## src/rtl/pipe_ctrl.sv

```systemverilog
// Pipeline control for the five-stage core: stall vector merge, exception/ERET
// flush sequencing, and stall-cycle debug counters.
module pipe_ctrl #(
  parameter logic [31:0] EXC_VECTOR   = 32'h0000_0020,
  parameter logic [31:0] ERET_CODE    = 32'h0000_000e,
  parameter int          FLUSH_CYCLES = 2,
  parameter int          TIMEOUT      = 1024
) (
  input  logic        clk,
  input  logic        rst,
  input  logic        stallreq_from_if,
  input  logic        stallreq_from_id,
  input  logic        stallreq_from_ex,
  input  logic        stallreq_from_mem,
  input  logic [31:0] excepttype_i,
  input  logic [31:0] cp0_epc_i,
  output logic [5:0]  stall,
  output logic        flush,
  output logic [31:0] new_pc,
  output logic [31:0] stall_cycles,
  output logic        stall_timeout
);

  // state    | meaning
  // ST_RUN   | normal issue; an exception flushes combinationally this cycle
  // ST_FLUSH | remaining flush cycles, redirect to latched target
  typedef enum logic {ST_RUN, ST_FLUSH} state_t;

  localparam int CW = (FLUSH_CYCLES > 1) ? $clog2(FLUSH_CYCLES) : 1;
  localparam int RW = $clog2(TIMEOUT + 1);
  localparam logic [CW-1:0] CNT_INIT = CW'(FLUSH_CYCLES - 1);
  localparam logic [RW-1:0] RUN_MAX  = RW'(TIMEOUT);

  state_t          r_state;
  logic [CW-1:0]   r_flush_cnt;
  logic [31:0]     r_target;
  logic [RW-1:0]   r_run_len;

  logic            w_exc;
  logic [31:0]     w_exc_target;
  logic [5:0]      w_stall_req;
  logic [RW-1:0]   w_run_len_nxt;

  assign w_exc        = (excepttype_i != 32'h0);
  assign w_exc_target = (excepttype_i == ERET_CODE) ? cp0_epc_i : EXC_VECTOR;

  always_comb begin
    w_stall_req = 6'b000000;
    if (stallreq_from_mem)     w_stall_req = 6'b011111;
    else if (stallreq_from_ex) w_stall_req = 6'b001111;
    else if (stallreq_from_id) w_stall_req = 6'b000111;
    else if (stallreq_from_if) w_stall_req = 6'b000011;
  end

  // Outputs are forced to zero while reset is held, so a mid-flush reset
  // drops flush/new_pc immediately regardless of the input pins.
  always_comb begin
    stall  = 6'b000000;
    flush  = 1'b0;
    new_pc = 32'h0;
    if (rst) begin
      if (r_state == ST_FLUSH) begin
        flush  = 1'b1;
        new_pc = r_target;
      end else if (w_exc) begin
        flush  = 1'b1;
        new_pc = w_exc_target;
      end else begin
        stall  = w_stall_req;
      end
    end
  end

  always_ff @(posedge clk or negedge rst) begin
    if (!rst) begin
      r_state     <= ST_RUN;
      r_flush_cnt <= '0;
      r_target    <= 32'h0;
    end else begin
      case (r_state)
        ST_RUN: begin
          if (w_exc) begin
            r_target <= w_exc_target;
            if (FLUSH_CYCLES > 1) begin
              r_state     <= ST_FLUSH;
              r_flush_cnt <= CNT_INIT;
            end
          end
        end
        ST_FLUSH: begin
          if (r_flush_cnt > CW'(1)) begin
            r_flush_cnt <= r_flush_cnt - CW'(1);
          end else begin
            r_state     <= ST_RUN;
            r_flush_cnt <= '0;
          end
        end
        default: r_state <= ST_RUN;
      endcase
    end
  end

  always_comb begin
    if (stall == 6'b000000 || flush) w_run_len_nxt = '0;
    else if (r_run_len == RUN_MAX)   w_run_len_nxt = RUN_MAX;
    else                             w_run_len_nxt = r_run_len + RW'(1);
  end

  always_ff @(posedge clk or negedge rst) begin
    if (!rst) begin
      stall_cycles  <= 32'h0;
      stall_timeout <= 1'b0;
      r_run_len     <= '0;
    end else begin
      if (stall != 6'b000000 && stall_cycles != 32'hFFFF_FFFF)
        stall_cycles <= stall_cycles + 32'd1;
      r_run_len <= w_run_len_nxt;
      if (w_run_len_nxt == RUN_MAX)
        stall_timeout <= 1'b1;
    end
  end

endmodule

```

## config.mk

```make
export PLATFORM = sky130hd
export DESIGN_NAME = pipe_ctrl
export DESIGN_NICKNAME = d
export VERILOG_FILES = /design/src/rtl/pipe_ctrl.sv
export SDC_FILE = /design/constraint.sdc
export NUM_CORES = 1
export LEC_CHECK = 0
export BUFFER_PORTS_ARGS = -buffer_cell sky130_fd_sc_hd__buf_2
export CORE_MARGIN = 4
export CORE_UTILIZATION = 54
export DETAILED_ROUTE_END_ITERATION = 6
export PLACE_DENSITY = 0.86
export SYNTH_ARGS = -nofsm -noshare
export SYNTH_HDL_FRONTEND = slang
export SYNTH_SLANG_ARGS = --single-unit
```

## constraint.sdc

```tcl
create_clock -name clk -period 6.6 [get_ports clk]
set_input_delay 1.32 -clock clk [delete_from_list [all_inputs] [get_ports clk]]
set_output_delay 1.32 -clock clk [all_outputs]
set_load 0.05 [all_outputs]
```

== After elaboration in Yosys (flattened, before gate mapping) ==
Index checks and enable logic that the tools add are counted.
Storage, ports and cells
  input bits: 70
  logic and storage cells: 43
  output and inout port bits: 72
  register bits after elaboration: 78
Cells by class
  magnitude comparators: 1
  reduce and logical (&&, ||, !) cells: 6
  bitwise gates (word level): 1
  add/subtract/negate cells: 3
  equal/unequal tests: 5
  multiplexer cells: 21
Operators by type and width (number)
  32-bit two-way mux: 4
  32-bit by 1-bit adder with 32-bit output (second input constant): 1
  32-bit by 4-bit == test with 1-bit output (second input constant): 1
  32-bit != test (second input constant): 1
  32-bit nonzero test: 1
  6-bit two-way mux: 5
  11-bit == test (second input constant): 2
  11-bit two-way mux: 2
  11-bit by 1-bit adder with 11-bit output (second input constant): 1
  6-bit zero test: 1
  1-bit two-way mux: 6
  6-bit nonzero test: 1
  1-bit one-hot mux with 2 select lines: 2
  3-bit two-way mux: 1
  2-bit two-way mux: 1
  2-bit != test (second input constant): 1
  2-bit AND reduction: 1
  1-bit > comparator (second input constant): 1
  1-bit logical AND: 1
  1-bit logical OR: 1
  1-bit inverter: 1
  1-bit subtractor (second input constant): 1

== Depth between registers and ports, before layout ==
Gate-level depths: netlist of the first run.
  word-level depth: 11
  mapped depth: 8
  depth with buffers taken out: 7

== Worst setup path after synthesis of the first run ==
Ideal clock, no wire load.
  kind: input to output
  from: input port excepttype_i[5]
  to: output port stall[2]
  stages on the path: 5
  data arrival time: 3265 ps
  buffers on the path: 0
  slack: 2015 ps
  required time: 5280 ps
  cell sequence: nor4_1 nand4_1 nor2_1 nand2_1 nor3_1
Between the ends
  word-level cells in the longest chain between the ends: 4
Ends and longest elaborated chain
  start: declaration: RTL line 15  | input logic [31:0] excepttype_i,
  32-bit nonzero test: RTL line 44  | assign w_exc = (excepttype_i != 32'h0);
  6-bit two-way mux: RTL line 65  | end else if (w_exc) begin
  6-bit two-way mux: RTL line 62  | if (r_state == ST_FLUSH) begin
  6-bit two-way mux: RTL line 61  | if (rst) begin
  end: declaration: RTL line 17  | output logic [5:0] stall,
No other way between the ends.

== Worst setup path in the final report of the first run ==
  from: input port excepttype_i[8]
  to: output port new_pc[1]
Between the ends
  word-level cells in the longest chain between the ends: 5
  elaborated cells on any way between the ends: 6
  those cells by class: eq/ne (1); mux (4); reduce/logical (1)
Ends and longest elaborated chain
  32-bit by 4-bit == test with 1-bit output: RTL line 45  | assign w_exc_target = (excepttype_i == ERET_CODE) ? cp0_epc_i : EXC_VECTOR;
  32-bit two-way mux: RTL line 45
  32-bit two-way mux *: RTL line 65
  32-bit two-way mux *: RTL line 62
  32-bit two-way mux *: RTL line 61
  end: declaration: RTL line 19  | output logic [31:0] new_pc,
Mark *: on every way between the ends. The rest lies on a longest branch, timed or not.

==> flow_summary_export.csv, run 1 <==
group,metric,value,unit
worst_setup_path,cp_max_fo,31,
synthesis,postSynthAreaPerCell,9.49,µm²
min_path,hp-class,"reg -> reg",
global_routing,grt_first_pass_wirelength,16.7,mm
clock_tree,htreeDepth,3,
clock_tree,cts_sinks,77,
min_path,hold_start,"stall_timeout",
synthesis,synth_edf_count,0,
worst_setup_path,endpoint_kind,"output pin",
synthesis,muxShareOfSynthArea,0.284,%
global_routing,grt_overflow,0,
synthesis,ys_ff_latch,77,
timing,setup_ws,1.34,ns
synthesis,yosysUniqueCellTypes,43,
worst_setup_path,cp-startpoint,"excepttype_i[8]",
route,wl_per_cell,15.5,µm
synthesis,synth_top_family_by_area,"simple AND/OR/NAND/NOR gates",
worst_setup_path,r2r-start,"r_state",
clock_tree,cts_resized,0,
place,place_congestion,0.820,
pwr,p_leak,0.00262,µW
layout,fillers,538,
layout,num_antenna_cells,0,
pwr,total_power,867,µW
route,first_pass_iters,4,
route,num_vias,3649,
layout,layout_commonest_cell,"buf_2",
synthesis,synth-simple-area-share,28.2,%
worst_setup_path,critical_path.slowest_cell,"nor2_2",
clock_tree,clk_latency,0.35,ns
timing,worst_pin_slew,1.17,ns
global_routing,antenna_found_initial,0,
clock_tree,post_cts_buffers,0,
floorplan,die-area,8780,µm²
route,drc,0,
timing,clock.fmax,0.190,GHz
layout,multi_input_area,1890,µm²
global_routing,track_usage,23.7,%
worst_setup_path,crit_arrival,3.94,ns
floorplan,pin_count,142,
route,viasPerCell,5.62,
worst_setup_path,max_stage_delay,0.91,ns
layout,seqCellArea,1930,µm²
outcome,outcome,"finished, final reports clean",
synthesis,synth_top_cell_by_area,"dfrtp_1",
floorplan,core,6940,µm²
timing,grt_setup_unrepaired,"no",
worst_setup_path,crit_chain,"buf_2, nor4_1, nand4_1, nor2_1, nand4_1, nor2_2, a22o_1, buf_2",
timing,holdWs,0.465,ns
clock_tree,hold_buffers,0,
synthesis,synth_compound_area_share,9.47,%
worst_setup_path,critPathRequiredTime,5.28,ns
floorplan,start_util,57.1,%
clock_tree,cts_tree,"built",
timing,report.final.slew_viol_count,0,
synthesis,synthXorXnorAreaFrac,8.61,%
worst_setup_path,critical_path_class,"in -> out",
timing,relSlewSlack,21.9,%
synthesis,yosysWarnings,0,
layout,final_cell_mix,"139 x buf_2, 77 x dfrtp_1, 76 x nand2_1, 57 x nand3_1",
floorplan,die_w,93.7,µm
flow_run,cap_violations,0,
clock_tree,cts_root_buf,"clkbuf_8",
route,drtIter0Drc,144,
timing,worst_clock_skew,0.00940,ns
synthesis,synth.top_cell.area_share,48.6,%
layout,drive_above_1_share,30.9,%
timing,period_minus_slack,5.26,ns
timing,finalCritPeriodShare,79.7,%
synthesis,synth-async-reset-ratio,100,%
worst_setup_path,start_kind,"input port",
pwr,p_per_area,177,nW/µm²
synthesis,syn_area,3970,µm²
synthesis,synthCells,418,
synthesis,synthTopCellsByArea,"dfrtp_1 49%, nand3_1 7.2%, nand2_1 7.2%",
synthesis,synth_fa_ha_area_share,0.947,%
pwr,ir_worst_vdd,0.116,mV
clock_tree,clk_pin_slew_worst_paths,0.07,ns
clock_tree,clockBufferDepth,2,
synthesis,synth_nets,491,
global_routing,first_global_vias,3667,
global_routing,grt_max_degree,80,
floorplan,rows,30,
route,drtAntennaViolNets,0,
clock_tree,cts_made_buffers,9,
place,dp_slack,1.35,ns
place,port_buffers,140,
layout,num-nets-final,621,
timing,finalHoldViolations,0,
synthesis,synth-seq-area-share,48.6,%
synthesis,ys.flop_type,"dfrtp_1",
timing,setup_violations,0,
layout,syn_to_final_growth,23.4,%
place,dpl.hpwl,7.42,mm
route,route.final.wire_length,10.1,mm
timing,fin_setup_tns,0,ns
floorplan,die_y,93.7,µm
## worst max-delay path: cells and delay by family
kind	cells	cell delay, ns
compound gates	1	0.27
buf+inv	2	0.36
simple gates	5	1.98
## final timing paths
kind	slack, ns	end	cells past startpoint
min	0.47	stall_timeout	1
max reg2reg	4.25	stall_cycles[14]	6
max	1.34	new_pc[1]	8
max in group asynchronous	4.75	r_target[4]	2
min reg2reg	0.47	stall_timeout	1
min in group asynchronous	1.25	r_target[24]	2
## synthesized netlist by cell type, types with 2 or more instances
| master | count |
|---|---|
| o211ai_1 | 2 |
| a21oi_1 | 2 |
| buf_2 | 9 |
| nor4_4 | 2 |
| buf_1 | 2 |
| o21ai_0 | 4 |
| inv_2 | 2 |
| and4_1 | 4 |
| xor2_1 | 8 |
| buf_4 | 3 |
| and2_1 | 3 |
| nand3_1 | 57 |
| a22o_1 | 31 |
| ha_1 | 3 |
| xnor2_1 | 31 |
| nand2_1 | 76 |
| nand4_1 | 18 |
| nor3_1 | 12 |
| nor4_1 | 9 |
| and3_1 | 9 |
| inv_1 | 6 |
| dfrtp_1 | 77 |
| clkbuf_1 | 9 |
| nor2_1 | 20 |
## area by class of cell
class / count / area share (%)
tap: 96 / 2.45
sequential: 77 / 39.4
timing repair buffer: 143 / 14.8
clock buffer: 10 / 2.81
clock inverter: 6 / 1.28
multi-input combinational: 309 / 38.6
inverter: 8 / 0.614
## kinds of logic (layout without fill, tap and decap cells)
group	Yosys count	after routing
xor gates and xnor gates	39	39
and+or+nand+nor	219	219
other	1	1
adders and majority gates	3	3
buffers and inverters	32	167
muxes	1	1
AOI/OAI and AO/OA	46	46
DFF	77	77
## registers in the layout (all words and copies together) (netlist names)
register / count
r_target: 32
stall_cycles: 32
r_run_len: 11
r_state: 1
stall_timeout: 1
## metrics by stage
step | std cells | util [%] | instance area [µm²]
after global placement | 633 | 67.6 | 4690
after CTS | 649 | 70.5 | 4890
after detailed placement | 633 | 67.6 | 4690
after floorplan | 418 | - | 3970
final | 649 | 70.5 | 4890
after global routing | 649 | 70.5 | 4890
## power by group
group	leakage (µW)	switching [µW]	internal, µW
clock network	0.000106	170	184
registers	0.00107	0.000000378	471
logic	0.00145	24.6	17.3
total	0.00262	194	673
## layer usage
layer | global-route usage, % | wire (µm) | up-vias
li1 | - | - | 1741
met1 | 29.5 | 4090 | 1765
met2 | 39.7 | 5120 | 122
met3 | 5.29 | 613 | 21
met4 | 9.99 | 257 | 0
met5 | 0 | 0 | -
Note: power is estimated with default switching activity, not from simulation.
==> run 2: changes to the inputs <==
Settings changed: CORE_UTILIZATION 54 to 45, PLACE_DENSITY 0.86 to 0.76.
Clock period 6.6 ns to 4.81 ns, I/O delays scaled along.
==> flow_summary_export.csv, run 2 (synthesized netlist as in run 1, its figures left out) <==
group,metric,value,unit
outcome,outcome,"finished, final reports clean",
pwr,sw_frac_of_total,20.5,%
global_routing,grt_use_met2,33.4,%
timing,grt_setup_unrepaired,"no",
worst_setup_path,crit_arrival,3.03,ns
pwr,p_comb_share,4.4,%
floorplan,die_w,102,µm
layout,layout_commonest_cell,"buf_2",
global_routing,grt_use_met3,3.96,%
floorplan,rows,33,
timing,fin_setup_tns,0,ns
layout,fin_area,4950,µm²
timing,finalHoldViolations,0,
clock_tree,htreeDepth,3,
layout,final_cell_mix,"139 x buf_2, 77 x dfrtp_1, 76 x nand2_1, 57 x nand3_1",
global_routing,antenna_found_initial,0,
route,drc,0,
layout,fillers,756,
route,drtIter0Drc,166,
floorplan,die-area,10400,µm²
timing,worst_clock_skew,0.0115,ns
pwr,p_per_area,261,nW/µm²
place,port_buffers,140,
timing,worst_pin_slew,1.10,ns
clock_tree,cts_root_buf,"clkbuf_8",
worst_setup_path,max_stage_delay,0.38,ns
worst_setup_path,crit_chain,"buf_2, nor4_1, nand4_1, nor2_1, nand4_1, nor2_2, buf_4, a22o_1, buf_2",
route,first_pass_iters,5,
timing,clock.fmax,0.250,GHz
clock_tree,clockBufferDepth,2,
layout,drive_above_1_share,30.7,%
global_routing,top_usage_layer,"met2",
place,dpl_cell_area,4710,µm²
pwr,p_leak,0.00264,µW
global_routing,grt_max_degree,80,
clock_tree,hold_buffers,0,
timing,report.final.slew_viol_count,0,
flow_run,cap_violations,0,
timing,relSlewSlack,26.6,%
layout,num_antenna_cells,0,
layout,finalNonFillerCells,659,
global_routing,track_usage,20.0,%
place,dp_cells,643,
global_routing,grt_first_pass_wirelength,16.6,mm
pwr,p_switching,265,µW
layout,reg_top3,"r_target: 32 flops, stall_cycles: 32 flops, r_run_len: 11 flops",
timing,setup_ws,0.814,ns
global_routing,grt_overflow,0,
pwr,p_seq_share,50.0,%
worst_setup_path,critical_path_class,"in -> out",
place,dp_slack,0.761,ns
pwr,p_clk_share,45.6,%
floorplan,die_y,102,µm
clock_tree,cts_made_buffers,9,
pwr,total_power,1290,µW
clock_tree,cts_tree,"built",
route,wl_per_cell,15.6,µm
floorplan,start_util,47.3,%
place,place_congestion,0.843,
layout,num-nets-final,622,
route,drtAntennaViolNets,0,
route,viasPerCell,5.46,
worst_setup_path,crit_buf_inv,3,
floorplan,core,8380,µm²
worst_setup_path,cp_top_family,"simple AND/OR/NAND/NOR gates",
worst_setup_path,cp_max_fo,31,
worst_setup_path,endpoint_kind,"output pin",
pwr,ir_worst_vdd,0.167,mV
place,dpl.hpwl,7.44,mm
worst_setup_path,start_kind,"input port",
route,num_vias,3596,
min_path,hp-class,"reg -> reg",
clock_tree,cts_sinks,77,
clock_tree,cts_resized,0,
worst_setup_path,critical_path.slowest_cell,"nor2_1",
timing,setup_violations,0,
floorplan,pin_count,142,
pwr,internal_power,1030,µW
timing,finalCritPeriodShare,83.1,%
route,route.final.wire_length,10.3,mm
worst_setup_path,critPathRequiredTime,3.85,ns
clock_tree,post_cts_buffers,0,
timing,period_minus_slack,4.00,ns
global_routing,grt_use_met1,26.4,%
clock_tree,clk_latency,0.34,ns
clock_tree,clk_pin_slew_worst_paths,0.07,ns
global_routing,first_global_vias,3453,
layout,syn_to_final_growth,24.9,%
==> run 2: metrics by stage <==
stage / hold WS (ns) / util (%)
2_1_floorplan: 0.439 / -
3_3_place_gp: 0.449 / 56.2
3_5_place_dp: 0.460 / 56.2
4_1_cts: 0.478 / 59.1
5_1_grt: 0.502 / 59.1
6_report: 0.472 / 59.1
==> run 2: tightest hold or removal path, stage by stage, from the launching register on <==
cell and delay (ns):
dfrtp_1 0.35, nand2_1 0.05, nand2_1 0.05
==> run 2: area by class of cell <==
cell class / count / area (µm²) / area share [%]
clock inverters: 4 / 95.1 / 1.92
flip-flops and latches: 77 / 1930 / 38.9
repair buffers: 144 / 733 / 14.8
well taps: 105 / 131 / 2.65
clock buffers: 12 / 145 / 2.93
inverters: 8 / 30.0 / 0.606
multi-input cells: 309 / 1890 / 38.2
==> run 2: path summary, 6_finish.rpt <==
| check | from | end | slack [ns] | depth (start not counted) |
|---|---|---|---|---|
| setup / recovery | excepttype_i[8] | new_pc[28] | 0.81 | 9 |
| hold / removal | r_target[22] | r_target[22] | 0.47 | 2 |
| setup reg to reg | r_state | stall_cycles[14] | 2.47 | 6 |
| hold reg to reg | r_target[22] | r_target[22] | 0.47 | 2 |
| max in group asynchronous | rst | r_target[15] | 3.28 | 2 |
| min in group asynchronous | rst | r_target[16] | 0.92 | 2 |
==> run 2: power by group through the flow <==
stage / sequential [µW] / clock (µW) / combinational [µW]
after floorplan: 660 / 0 / 10.0
after global placement: 660 / 0 / 57.4
after detailed placement: 660 / 0 / 58.4
after CTS: 647 / 604 / 58.5
after global routing: 647 / 636 / 64.4
final: 647 / 590 / 57.4
==> run 2: per-layer routing <==
layer	routed length (µm)	vias up
li1	-	1739
met1	4370	1756
met2	5250	90
met3	525	11
met4	154	0
met5	0	-
==> run 3: changes to the inputs <==
Settings changed: ABC_AREA from default to 1, CORE_UTILIZATION 45 to 51, PLACE_DENSITY 0.76 to 0.8.
Clock period 4.81 ns to 3.84 ns, I/O delays scaled along.
==> flow_summary_export.csv, run 3 <==
group,metric,value,unit
place,dp_slack,0.655,ns
worst_setup_path,cp_max_fo,32,
worst_setup_path,crit_arrival,2.45,ns
timing,worst_pin_slew,0.674,ns
layout,drive_above_1_share,24.8,%
route,drc,0,
clock_tree,cts_tree,"built",
worst_setup_path,crit_cells,10,
layout,final_util,64.9,%
clock_tree,cts_made_buffers,9,
global_routing,track_usage,24.8,%
floorplan,die_w,101,µm
worst_setup_path,critical_path_class,"in -> out",
clock_tree,cts_root_buf,"clkbuf_8",
min_path,hp-class,"reg -> reg",
synthesis,synth_edf_count,0,
clock_tree,htreeDepth,3,
clock_tree,clk_pin_slew_worst_paths,0.07,ns
layout,fillers,714,
floorplan,start_util,53.1,%
clock_tree,hold_buffers,0,
timing,relSlewSlack,54.8,%
timing,fin_setup_tns,0,ns
worst_setup_path,crit_buf_inv,4,
global_routing,grt_overflow,0,
floorplan,die_y,101,µm
timing,report.final.slew_viol_count,0,
place,dpl_cell_area,5190,µm²
pwr,p_leak,0.00293,µW
layout,num_antenna_cells,0,
layout,final_cell_mix,"143 x nand2_1, 139 x buf_2, 77 x dfrtp_1, 63 x nor2_1, 58 x inv_1",
global_routing,first_global_vias,4462,
place,dpl.hpwl,9.10,mm
worst_setup_path,endpoint_kind,"output pin",
place,place_congestion,0.924,
worst_setup_path,max_stage_delay,0.33,ns
synthesis,synth_commonest_cells,"143 x nand2_1, 77 x dfrtp_1, 63 x nor2_1, 58 x inv_1, 53 x nand3_1",
synthesis,yosysWarnings,0,
clock_tree,clockBufferDepth,2,
worst_setup_path,start_kind,"input port",
clock_tree,cts_resized,0,
layout,reg_top3,"r_target: 32 flops, stall_cycles: 32 flops, r_run_len: 11 flops",
worst_setup_path,critPathRequiredTime,3.07,ns
route,drtAntennaViolNets,0,
synthesis,ys.flop_type,"dfrtp_1",
synthesis,synth_nets,663,
timing,grt_setup_unrepaired,"no",
synthesis,synth.top_cell.area_share,43.8,%
synthesis,synthCells,590,
clock_tree,cts_sinks,77,
route,wl_per_cell,14.3,µm
floorplan,pin_count,142,
timing,period_minus_slack,3.22,ns
clock_tree,post_cts_buffers,0,
worst_setup_path,cp_top_family,"buffers and inverters",
worst_setup_path,crit_chain,"buf_2, nor2_1, nand2_1, nor2_1, inv_1, nor3_2, buf_4, nand3_1, a21oi_1, buf_2",
global_routing,antenna_found_initial,0,
clock_tree,clk_latency,0.34,ns
synthesis,yosysUniqueCellTypes,38,
pwr,p_per_area,279,nW/µm²
synthesis,syn_area,4400,µm²
place,port_buffers,140,
layout,layout_commonest_cell,"nand2_1",
timing,setup_ws,0.619,ns
route,num_vias,4471,
timing,setup_violations,0,
global_routing,grt_max_degree,52,
layout,syn_to_final_growth,22.3,%
floorplan,die-area,10200,µm²
floorplan,core,8300,µm²
route,drtIter0Drc,360,
synthesis,postSynthAreaPerCell,7.46,µm²
outcome,outcome,"finished, final reports clean",
pwr,total_power,1500,µW
synthesis,synth.most_common_cell,"nand2_1",
floorplan,rows,33,
synthesis,synth-async-reset-ratio,100,%
timing,worst_clock_skew,0.00663,ns
pwr,ir_worst_vdd,0.211,mV
synthesis,ys_ff_latch,77,
layout,fin_area,5380,µm²
route,first_pass_iters,5,
worst_setup_path,critical_path.slowest_cell,"buf_4",
worst_setup_path,rrSetupSlack,1.69,ns
worst_setup_path,r2r_cells,9,
synthesis,synth_top_cell_by_area,"dfrtp_1",
timing,clock.fmax,0.310,GHz
route,route.final.wire_length,11.9,mm
timing,finalHoldViolations,0,
global_routing,grt_first_pass_wirelength,20.4,mm
route,viasPerCell,5.35,
flow_run,cap_violations,0,
timing,finalCritPeriodShare,83.9,%
layout,num-nets-final,799,
min_path,hold_depth,2,
synthesis,synth-seq-area-share,43.8,%
synthesis,synthTopCellsByArea,"dfrtp_1 44%, nand2_1 12%, nand3_1 6.0%",
==> run 3: cell types whose count changed after synthesis, moves of 9 or more <==
| cell | change |
|---|---|
| a21oi_1 | +33 |
| a22o_1 | -31 |
| and3_1 | -9 |
| inv_1 | +52 |
| nand2_1 | +67 |
| nor2_1 | +43 |
| o21ai_0 | +33 |
| xnor2_1 | -22 |
| xor2_1 | +16 |
==> run 3: layer usage <==
layer  vias to the layer above  wire, µm  GRT usage [%]  share of wire [%]
met3                        20       820           4.50                6.9
li1                       2171         -              -                  -
met5                         -         0              0                  0
met2                       182      5810           41.1                 49
met1                      2098      5090           32.7                 43
met4                         0       209           8.79                1.8
==> run 3: cells by family after synthesis <==
family                     count (synthesis)  synth area share, %
buffers and inverters                     84                 7.62
AOI/OAI and AO/OA                         77                 9.04
adders and majority gates                  3                0.853
other                                      1               0.0852
xor gates and xnor gates                  33                 6.56
DFF                                       77                 43.8
and+or+nand+nor                          315                 32.1
==> run 3: cell type report <==
type / instances / area (µm²) / share of cell area, %
clock buffer: 14 / 163 / 3.02
clock inverter: 1 / 30.0 / 0.558
inverter: 61 / 229 / 4.25
multi-input combinational: 429 / 2140 / 39.8
sequential: 77 / 1930 / 35.8
tap: 105 / 131 / 2.44
timing repair buffer: 148 / 763 / 14.2
==> run 3: worst paths after layout <==
kind                                  to             start
max                           new_pc[11]  excepttype_i[11]
min                        stall_timeout     stall_timeout
max reg2reg                stall_timeout           r_state
min reg2reg                stall_timeout     stall_timeout
max in group asynchronous   r_target[24]               rst
min in group asynchronous    r_target[6]               rst
==> run 3: worst reg2reg max path, delay by kind of cell (launching register included) <==
kind	cells	cell delay [ns]
AO/OA/AOI/OAI	1	0.19
buffers and inverters	2	0.48
flip-flops	1	0.55
AND/OR/NAND/NOR	6	0.84
==> run 3: metrics by stage <==
stage	hold slack, ns	cells
after floorplan	0.454	590
after global placement	0.442	820
after detailed placement	0.448	820
after CTS	0.467	835
after global routing	0.498	835
final	0.461	835
==> run 3: power breakdown <==
part	leakage (µW)	internal, µW	switching, µW
sequential	0.00102	810	0.00000127
clock	0.0000968	334	278
combinational	0.00182	31.4	46.0
total	0.00293	1180	324
